`config.mk`:
```
export PLATFORM = sky130hd
export DESIGN_NAME = dp_sink_aux_responder_flat
export DESIGN_NICKNAME = d
export VERILOG_FILES = /design/src/rtl/dp_sink_aux_pkg.sv /design/src/rtl/dp_sink_aux_responder_if.sv /design/src/rtl/dp_aux_burst_buffer.sv /design/src/rtl/dp_sink_aux_responder.sv /design/src/flat_wrapper.sv
export SDC_FILE = /design/constraint.sdc
export NUM_CORES = 1
export LEC_CHECK = 0
export BUFFER_PORTS_ARGS = -buffer_cell sky130_fd_sc_hd__buf_2
export CAP_MARGIN = 20
export CORE_ASPECT_RATIO = 1.2
export CORE_MARGIN = 8
export CORE_UTILIZATION = 50
export CTS_BUF_LIST = sky130_fd_sc_hd__clkbuf_8 sky130_fd_sc_hd__clkbuf_16
export DETAILED_ROUTE_END_ITERATION = 10
export PLACE_DENSITY = 0.76
export SLEW_MARGIN = 30
export SYNTH_ARGS = -nofsm -noshare
export SYNTH_HDL_FRONTEND = slang
export SYNTH_SLANG_ARGS = --single-unit
```
`constraint.sdc`:
```
create_clock -name clk -period 3.28 [get_ports clk]
set_input_delay 0.656 -clock clk [delete_from_list [all_inputs] [get_ports clk]]
set_output_delay 0.656 -clock clk [all_outputs]
set_load 0.05 [all_outputs]
```
`src/rtl/dp_sink_aux_pkg.sv`:
```
// Shared types and constants for the sink-side AUX request responder.
// Holds command/reply encodings, the FSM state type and the request check.
package dp_sink_aux_pkg;

  localparam int AUX_ADDRESS_WIDTH = 20;
  localparam int AUX_DATA_WIDTH    = 8;
  localparam int MAX_BURST         = 16;
  localparam int CNT_W             = $clog2(MAX_BURST + 1);

  localparam logic [AUX_ADDRESS_WIDTH-1:0] DPCD_MAX_ADDR = 20'h00FFF;

  localparam logic [3:0] CMD_NATIVE_WR = 4'b1000;
  localparam logic [3:0] CMD_NATIVE_RD = 4'b1001;

  localparam logic [7:0] REPLY_ACK      = 8'h00;
  localparam logic [7:0] REPLY_NACK     = 8'h10;
  localparam logic [7:0] REPLY_DEFER    = 8'h20;
  localparam logic [7:0] REPLY_I2C_NACK = 8'h40;

  typedef enum logic [3:0] {
    ST_IDLE,
    ST_HDR,
    ST_WDATA,
    ST_DRAIN,
    ST_CHECK,
    ST_WCOMMIT,
    ST_RFETCH,
    ST_REPLY_CMD,
    ST_REPLY_DATA
  } state_t;

  // Ordered request validation; earlier failures mask later ones.
  function automatic logic [7:0] aux_check(
    input logic [3:0]                 cmd,
    input logic [AUX_ADDRESS_WIDTH:0] end_addr,
    input logic [CNT_W-1:0]           cnt,
    input logic                       ovf,
    input logic [CNT_W-1:0]           len,
    input logic                       busy
  );
    logic len_bad;
    len_bad = ovf ||
      ((cmd == CMD_NATIVE_WR) ? (cnt != len) : (cnt != '0));
    if (!cmd[3])
      return REPLY_I2C_NACK;
    if (cmd != CMD_NATIVE_WR && cmd != CMD_NATIVE_RD)
      return REPLY_NACK;
    if (end_addr > {1'b0, DPCD_MAX_ADDR})
      return REPLY_NACK;
    if (len_bad)
      return REPLY_NACK;
    if (busy)
      return REPLY_DEFER;
    return REPLY_ACK;
  endfunction

endpackage

```
`src/rtl/dp_sink_aux_responder_if.sv`:
```
// Request/reply byte streams and DPCD register port of the AUX responder.
// The responder attaches as slave; the AUX PHY/encoder/regfile side as master.
interface dp_sink_aux_responder_if;
  import dp_sink_aux_pkg::*;

  logic [AUX_DATA_WIDTH-1:0]    RX_Byte;
  logic                         RX_Byte_VLD;
  logic                         RX_Frame_End;
  logic [AUX_DATA_WIDTH-1:0]    TX_Byte;
  logic                         TX_Byte_VLD;
  logic                         TX_Byte_RDY;
  logic                         TX_Last;
  logic [AUX_ADDRESS_WIDTH-1:0] REG_Addr;
  logic [AUX_DATA_WIDTH-1:0]    REG_WData;
  logic                         REG_WR;
  logic                         REG_RD;
  logic [AUX_DATA_WIDTH-1:0]    REG_RData;
  logic                         REG_Busy;
  logic                         Resp_Busy;

  modport slave (
    input  RX_Byte, RX_Byte_VLD, RX_Frame_End,
    input  TX_Byte_RDY, REG_RData, REG_Busy,
    output TX_Byte, TX_Byte_VLD, TX_Last,
    output REG_Addr, REG_WData, REG_WR, REG_RD,
    output Resp_Busy
  );

  modport master (
    output RX_Byte, RX_Byte_VLD, RX_Frame_End,
    output TX_Byte_RDY, REG_RData, REG_Busy,
    input  TX_Byte, TX_Byte_VLD, TX_Last,
    input  REG_Addr, REG_WData, REG_WR, REG_RD,
    input  Resp_Busy
  );

endinterface

```
`src/rtl/dp_aux_burst_buffer.sv`:
```
// Small byte FIFO holding one native burst (write data or read data).
// Clear wins over any same-cycle write or read.
module dp_aux_burst_buffer
  import dp_sink_aux_pkg::*;
#(
  parameter int DEPTH = MAX_BURST,
  parameter int W     = AUX_DATA_WIDTH
) (
  input  logic                         clk,
  input  logic                         rst_n,
  input  logic                         clear,
  input  logic                         wr_en,
  input  logic [W-1:0]                 wr_data,
  input  logic                         rd_en,
  output logic [W-1:0]                 rd_data,
  output logic [$clog2(DEPTH+1)-1:0]   count
);

  localparam int AW = $clog2(DEPTH);
  localparam int CW = $clog2(DEPTH + 1);

  logic [W-1:0]  mem [DEPTH];
  logic [AW-1:0] wptr;
  logic [AW-1:0] rptr;
  logic          wr_ok;
  logic          rd_ok;

  assign wr_ok   = wr_en && !clear && (count < CW'(DEPTH));
  assign rd_ok   = rd_en && !clear && (count != '0);
  assign rd_data = mem[rptr];

  function automatic logic [AW-1:0] inc(input logic [AW-1:0] p);
    return (p == AW'(DEPTH - 1)) ? '0 : p + 1'b1;
  endfunction

  always_ff @(posedge clk) begin
    if (wr_ok)
      mem[wptr] <= wr_data;
  end

  always_ff @(posedge clk or negedge rst_n) begin
    if (!rst_n) begin
      wptr  <= '0;
      rptr  <= '0;
      count <= '0;
    end else if (clear) begin
      wptr  <= '0;
      rptr  <= '0;
      count <= '0;
    end else begin
      if (wr_ok)
        wptr <= inc(wptr);
      if (rd_ok)
        rptr <= inc(rptr);
      case ({wr_ok, rd_ok})
        2'b10:   count <= count + 1'b1;
        2'b01:   count <= count - 1'b1;
        default: count <= count;
      endcase
    end
  end

endmodule

```
`src/rtl/dp_sink_aux_responder.sv`:
```
// Sink AUX native request responder: parses request bytes, accesses DPCD
// registers and streams the ACK/NACK/DEFER reply plus read data.
module dp_sink_aux_responder
  import dp_sink_aux_pkg::*;
(
  input logic                    clk,
  input logic                    reset_n,
  dp_sink_aux_responder_if.slave aux
);

  localparam int AW  = AUX_ADDRESS_WIDTH;
  localparam int AW1 = AUX_ADDRESS_WIDTH + 1;
  localparam int DW  = AUX_DATA_WIDTH;

  state_t         state_q;
  state_t         state_d;
  logic [1:0]     hcnt_q;
  logic [3:0]     cmd_q;
  logic [AW-1:0]  addr_q;
  logic [3:0]     len_m1_q;
  logic [CNT_W-1:0] idx_q;
  logic           ovf_q;
  logic [7:0]     code_q;
  logic           rd_ack_q;
  logic           rd_pend_q;

  logic           vld;
  logic           fe;
  logic [CNT_W-1:0] len;
  logic [AW:0]    end_addr;
  logic [AW-1:0]  cur_addr;
  logic [7:0]     chk_code;

  logic           buf_clr;
  logic           buf_wr;
  logic           buf_rd;
  logic [DW-1:0]  buf_wdata;
  logic [DW-1:0]  buf_rdata;
  logic [CNT_W-1:0] buf_cnt;

  logic [DW-1:0]  tx_byte;
  logic           tx_vld;
  logic           tx_last;
  logic [AW-1:0]  reg_addr;
  logic [DW-1:0]  reg_wdata;
  logic           reg_wr;
  logic           reg_rd;

  assign vld      = aux.RX_Byte_VLD;
  assign fe       = aux.RX_Frame_End;
  assign len      = CNT_W'(len_m1_q) + CNT_W'(1);
  assign end_addr = {1'b0, addr_q} + AW1'(len_m1_q);
  assign cur_addr = addr_q + AW'(idx_q);
  assign chk_code = aux_check(cmd_q, end_addr, buf_cnt, ovf_q,
                              len, aux.REG_Busy);

  dp_aux_burst_buffer #(
    .DEPTH (MAX_BURST),
    .W     (DW)
  ) u_buf (
    .clk     (clk),
    .rst_n   (reset_n),
    .clear   (buf_clr),
    .wr_en   (buf_wr),
    .wr_data (buf_wdata),
    .rd_en   (buf_rd),
    .rd_data (buf_rdata),
    .count   (buf_cnt)
  );

  always_comb begin
    state_d   = state_q;
    buf_clr   = 1'b0;
    buf_wr    = 1'b0;
    buf_rd    = 1'b0;
    buf_wdata = aux.RX_Byte;
    tx_byte   = '0;
    tx_vld    = 1'b0;
    tx_last   = 1'b0;
    reg_addr  = '0;
    reg_wdata = '0;
    reg_wr    = 1'b0;
    reg_rd    = 1'b0;
    unique case (state_q)
      ST_IDLE: begin
        if (vld) begin
          buf_clr = 1'b1;
          if (!fe)
            state_d = ST_HDR;
        end
      end
      ST_HDR: begin
        if (fe)
          state_d = (vld && hcnt_q == 2'd3) ? ST_CHECK : ST_IDLE;
        else if (vld && hcnt_q == 2'd3)
          state_d = ST_WDATA;
      end
      ST_WDATA: begin
        // Bytes past a full burst are dropped; the overflow forces a NACK.
        if (vld) begin
          if (buf_cnt == CNT_W'(MAX_BURST))
            state_d = ST_DRAIN;
          else
            buf_wr = 1'b1;
        end
        if (fe)
          state_d = ST_CHECK;
      end
      ST_DRAIN: begin
        if (fe)
          state_d = ST_CHECK;
      end
      ST_CHECK: begin
        if (chk_code != REPLY_ACK)
          state_d = ST_REPLY_CMD;
        else if (cmd_q == CMD_NATIVE_WR)
          state_d = ST_WCOMMIT;
        else
          state_d = ST_RFETCH;
      end
      ST_WCOMMIT: begin
        reg_wr    = 1'b1;
        reg_addr  = cur_addr;
        reg_wdata = buf_rdata;
        buf_rd    = 1'b1;
        if (idx_q == CNT_W'(len_m1_q))
          state_d = ST_REPLY_CMD;
      end
      ST_RFETCH: begin
        // Issue runs one cycle ahead of capture; idx == len is the tail capture.
        if (idx_q < len) begin
          reg_rd   = 1'b1;
          reg_addr = cur_addr;
        end
        buf_wr    = rd_pend_q;
        buf_wdata = aux.REG_RData;
        if (idx_q == len)
          state_d = ST_REPLY_CMD;
      end
      ST_REPLY_CMD: begin
        tx_byte = code_q;
        tx_vld  = 1'b1;
        tx_last = !rd_ack_q;
        if (aux.TX_Byte_RDY)
          state_d = rd_ack_q ? ST_REPLY_DATA : ST_IDLE;
      end
      ST_REPLY_DATA: begin
        tx_byte = buf_rdata;
        tx_vld  = 1'b1;
        tx_last = (idx_q == CNT_W'(len_m1_q));
        if (aux.TX_Byte_RDY) begin
          buf_rd = 1'b1;
          if (tx_last)
            state_d = ST_IDLE;
        end
      end
      default: state_d = ST_IDLE;
    endcase
  end

  always_ff @(posedge clk or negedge reset_n) begin
    if (!reset_n) begin
      state_q   <= ST_IDLE;
      hcnt_q    <= '0;
      cmd_q     <= '0;
      addr_q    <= '0;
      len_m1_q  <= '0;
      idx_q     <= '0;
      ovf_q     <= 1'b0;
      code_q    <= '0;
      rd_ack_q  <= 1'b0;
      rd_pend_q <= 1'b0;
    end else begin
      state_q   <= state_d;
      rd_pend_q <= reg_rd;
      case (state_q)
        ST_IDLE: begin
          if (vld) begin
            cmd_q              <= aux.RX_Byte[7:4];
            addr_q[AW-1 -: 4]  <= aux.RX_Byte[3:0];
            hcnt_q             <= 2'd1;
            ovf_q              <= 1'b0;
          end
        end
        ST_HDR: begin
          if (vld) begin
            hcnt_q <= hcnt_q + 1'b1;
            case (hcnt_q)
              2'd1:    addr_q[15:8] <= aux.RX_Byte;
              2'd2:    addr_q[7:0]  <= aux.RX_Byte;
              2'd3:    len_m1_q     <= aux.RX_Byte[3:0];
              default: ;
            endcase
          end
        end
        ST_WDATA: begin
          if (vld && buf_cnt == CNT_W'(MAX_BURST))
            ovf_q <= 1'b1;
        end
        ST_CHECK: begin
          code_q   <= chk_code;
          rd_ack_q <= (chk_code == REPLY_ACK) &&
                      (cmd_q == CMD_NATIVE_RD);
          idx_q    <= '0;
        end
        ST_WCOMMIT, ST_RFETCH: begin
          idx_q <= (state_d == ST_REPLY_CMD) ? '0 : idx_q + 1'b1;
        end
        ST_REPLY_DATA: begin
          if (aux.TX_Byte_RDY)
            idx_q <= idx_q + 1'b1;
        end
        default: ;
      endcase
    end
  end

  assign aux.TX_Byte     = tx_byte;
  assign aux.TX_Byte_VLD = tx_vld;
  assign aux.TX_Last     = tx_last;
  assign aux.REG_Addr    = reg_addr;
  assign aux.REG_WData   = reg_wdata;
  assign aux.REG_WR      = reg_wr;
  assign aux.REG_RD      = reg_rd;
  assign aux.Resp_Busy   = (state_q != ST_IDLE);

endmodule

```
`src/flat_wrapper.sv`:
```
// flat-port wrapper written by rule: the top's interface ports become plain ports
module dp_sink_aux_responder_flat import dp_sink_aux_pkg::*;
  (clk, reset_n, aux_RX_Byte, aux_RX_Byte_VLD, aux_RX_Frame_End, aux_TX_Byte_RDY, aux_REG_RData, aux_REG_Busy, aux_TX_Byte, aux_TX_Byte_VLD, aux_TX_Last, aux_REG_Addr, aux_REG_WData, aux_REG_WR, aux_REG_RD, aux_Resp_Busy);
  dp_sink_aux_responder_if aux_i ();
  input logic clk;
  input logic reset_n;
  input wire logic [$bits(aux_i.RX_Byte)-1:0] aux_RX_Byte;
  input wire logic [$bits(aux_i.RX_Byte_VLD)-1:0] aux_RX_Byte_VLD;
  input wire logic [$bits(aux_i.RX_Frame_End)-1:0] aux_RX_Frame_End;
  input wire logic [$bits(aux_i.TX_Byte_RDY)-1:0] aux_TX_Byte_RDY;
  input wire logic [$bits(aux_i.REG_RData)-1:0] aux_REG_RData;
  input wire logic [$bits(aux_i.REG_Busy)-1:0] aux_REG_Busy;
  output wire logic [$bits(aux_i.TX_Byte)-1:0] aux_TX_Byte;
  output wire logic [$bits(aux_i.TX_Byte_VLD)-1:0] aux_TX_Byte_VLD;
  output wire logic [$bits(aux_i.TX_Last)-1:0] aux_TX_Last;
  output wire logic [$bits(aux_i.REG_Addr)-1:0] aux_REG_Addr;
  output wire logic [$bits(aux_i.REG_WData)-1:0] aux_REG_WData;
  output wire logic [$bits(aux_i.REG_WR)-1:0] aux_REG_WR;
  output wire logic [$bits(aux_i.REG_RD)-1:0] aux_REG_RD;
  output wire logic [$bits(aux_i.Resp_Busy)-1:0] aux_Resp_Busy;
  assign aux_i.RX_Byte = aux_RX_Byte;
  assign aux_i.RX_Byte_VLD = aux_RX_Byte_VLD;
  assign aux_i.RX_Frame_End = aux_RX_Frame_End;
  assign aux_i.TX_Byte_RDY = aux_TX_Byte_RDY;
  assign aux_i.REG_RData = aux_REG_RData;
  assign aux_i.REG_Busy = aux_REG_Busy;
  assign aux_TX_Byte = aux_i.TX_Byte;
  assign aux_TX_Byte_VLD = aux_i.TX_Byte_VLD;
  assign aux_TX_Last = aux_i.TX_Last;
  assign aux_REG_Addr = aux_i.REG_Addr;
  assign aux_REG_WData = aux_i.REG_WData;
  assign aux_REG_WR = aux_i.REG_WR;
  assign aux_REG_RD = aux_i.REG_RD;
  assign aux_Resp_Busy = aux_i.Resp_Busy;
  dp_sink_aux_responder u_core (.clk(clk), .reset_n(reset_n), .aux(aux_i));
endmodule
```
==> results_dict.tcl <==
set metrics [dict create \
    status "finished with violations" \
    violations "setup timing" \
    worstReg2RegEnd "u_core.u_buf.count[4]" \
    ys_top_cells_by_area "edfxtp_1, dfrtp_1, mux4_2" \
    power.density_nw_per_um2 914 \
    vias 5930 \
    worstReg2RegStart "u_core.state_q[3]" \
    grt_max_degree 40 \
    peakVddDrop_v 0.000520 \
    antenna_left 0 \
    period_needed_ns 3.63 \
    fp-row-count 54 \
    holdBufCountCts 0 \
    cts_tree "done" \
    first_iter_violations 424 \
    critical_path_class "reg -> out" \
    syn_nets 711 \
    synth-edff-count 128 \
    synth_top_area_share_pct 42.0 \
    die-area_um2 22900 \
    antenna_found_initial 0 \
    reg2reg_depth 11 \
    rrSetupSlack_ns 0.11 \
    grt_usage_pct 19.6 \
    dp_slack_ns -0.0918 \
    cts_buffers 17 \
    hpwl_um 15400 \
    yosysWarnings 0 \
    area_growth_pct 20.9 \
    ys_seq_elements 186 \
    gp_congestion 0.904 \
    relSlewSlack_pct 50.2 \
    cp-endpoint "aux_REG_Addr[0]" \
    avgSynthCellArea_um2 13.9 \
    viasPerCell 6.00 \
    end_kind "primary output" \
    nets 804 \
    htreeDepth 4 \
    startpoint "u_core.len_m1_q[1]" \
    p_leak_uw 0.00421 \
    cts_root_buf "clkbuf_16" \
    drc 0 \
    start_util_pct 50.7 \
    die_y_um 164 \
    fillers 1280 \
    max-cap-violations 0 \
    synth.distinct_cells 66 \
    fin_crit_sh_pct 111 \
    hold_violations 0 \
    dieWidth_um 139 \
    drt-total-wl_um 22000 \
    required_ns 2.62 \
    stdcell_area_um2 11100 \
    place_area_um2 10100 \
    portBuffers 62 \
    utilization_pct 61.3 \
    grt_pass1_wl_um 34200 \
    ys_seq_area_share_pct 57.9 \
    yosysTopAreaCell "edfxtp_1" \
    setup_slack_ns -0.352 \
    first_pass_iters 5 \
    setup.worst_path.start_class "flip-flop" \
    finalSetupViolations 21 \
    ys.flop_type "edfxtp_1" \
    grt_pass1_vias 6210 \
    synth_common_cells "edfxtp_1, dfrtp_1, nor2_1" \
    coreArea_um2 18000 \
    maxSlewViolCount 0 \
    drive_above_1_share_pct 32.5 \
    syn_area_um2 9150 \
    synth.most_common_cell "edfxtp_1" \
    clock.fmax_mhz 275 \
    pin_count 63 \
    synthArstFlopShare_pct 31.2 \
    fin_skew_ns 0.00986 \
    hold_path.class "in -> async" \
    arrival_ns 2.98 \
    cts_buffer_depth 2 \
    wl_per_cell_um 22.3 \
    crit_fanout 4 \
    worst_pin_slew_ns 0.745 \
    final_cells 989 \
    grt_overflow 0 \
    clock-sinks 186 \
    rsz0062_at_grt "yes" \
    syn_inst 658 \
    clock_latency_ns 0.43 \
    dp.cells 946 \
    clk_pin_slew_worst_paths_ns 0.08 \
]
sequential cells by signal, summed over array words and instances (netlist names):
signal and cells:
u_core.u_buf.count 5, u_core.u_buf.rptr 4, u_core.hcnt_q 2, u_core.u_buf.mem 128
u_core.idx_q 5, u_core.cmd_q 4, u_core.addr_q 20, u_core.state_q 4
u_core.rd_pend_q 1, u_core.u_buf.wptr 4, u_core.ovf_q 1, u_core.len_m1_q 4
u_core.rd_ack_q 1, u_core.code_q 3
layout make-up:
| type | count | area, µm² | area share [%] |
|---|---|---|---|
| multi-input cells | 428 | 3900 | 35.3 |
| inverters | 17 | 63.8 | 0.577 |
| diodes | 1 | 2.50 | 0.0226 |
| repair buffers | 101 | 883 | 7.99 |
| clock buffers | 17 | 425 | 3.85 |
| flip-flops and latches | 186 | 5300 | 47.9 |
| clock inverters | 15 | 204 | 1.84 |
| well taps | 224 | 280 | 2.53 |
layout by cell type (no fill, tap or decap), types with 8 or more instances in the layout:
cell type | netlist | final
a21oi_1 | 16 | 16
and2_1 | 24 | 24
and3_1 | 8 | 8
buf_2 | 5 | 40
buf_4 | 0 | 32
buf_6 | 0 | 16
clkbuf_16 | 0 | 18
dfrtp_1 | 58 | 56
edfxtp_1 | 128 | 128
ha_1 | 28 | 26
inv_1 | 16 | 15
mux2_2 | 29 | 29
mux4_2 | 40 | 40
nand2_1 | 53 | 53
nand3_1 | 11 | 10
nor2_1 | 55 | 36
nor2_4 | 0 | 19
nor3_1 | 9 | 9
o21ai_0 | 9 | 8
xnor2_1 | 21 | 20
xor2_1 | 15 | 15
metal layers:
metal / vias up / share of wire, % / track usage, %
met5: - / 0 / 0
met4: 0 / 3.3 / 9.30
met3: 42 / 5.3 / 4.16
met2: 234 / 54 / 36.0
met1: 2977 / 37 / 21.4
li1: 2677 / - / -
kinds of logic (layout without fill, tap and decap cells):
family	Yosys count	after routing	share of synthesized area, %
buffers and inverters	44	150	1.87
adders and majority gates	31	31	4.49
muxes	75	75	14.1
other	0	1	0
xor gates and xnor gates	37	37	3.71
and+or+nand+nor	206	206	11.7
AOI/OAI and AO/OA	79	79	6.25
DFF	186	186	57.9
critical path, cell delays in order (launching register included):
cell and delay, ns:
dfrtp_1 0.42, ha_4 0.29, inv_2 0.04, ha_4 0.20, nor2b_4 0.11, o21a_1 0.17
o21ai_1 0.12, nand2b_1 0.11, a2111oi_4 0.47, nor2_4 0.16, buf_12 0.18, nor2b_4 0.12
buf_8 0.15
timing repair:
| item | CTS | global route |
|---|---|---|
| setup endpoints to repair | 22 | 29 |
| hold endpoints to repair | 0 | 0 |
| pin swaps | 1 | 6 |
| buffers inserted | 5 | 2 |
| cloned | 2 | 1 |
| gates resized for setup | 45 | 12 |
report_power, final:
part	internal [µW]	switching [µW]	total (µW)
clock network	1060	1040	2100
registers	2930	513	3450
logic	2050	2510	4560
total	6050	4070	10100
worst min-delay path by stage:
stage                        to  slack, ns  cells past startpoint
2_1_floorplan  u_core.addr_q[0]       0.36                      0
3_5_place_dp    u_core.cmd_q[1]       0.50                      2
4_1_cts         u_core.idx_q[2]       0.36                      1
5_1_grt         u_core.idx_q[2]       0.21                      1
3_3_place_gp    u_core.cmd_q[2]       0.49                      2
6_report        u_core.idx_q[2]       0.18                      1
stage by stage:
stage / hold WS, ns / setup TNS [ns] / power (µW)
2_1_floorplan: 0.360 / -7.06 / 6430
3_3_place_gp: 0.491 / -0.0803 / 7280
3_5_place_dp: 0.498 / -0.966 / 7510
4_1_cts: 0.361 / -7.35 / 10000
5_1_grt: 0.208 / -9.46 / 10600
6_report: 0.184 / -6.76 / 10100
Note: power is estimated with default switching activity, not from simulation.
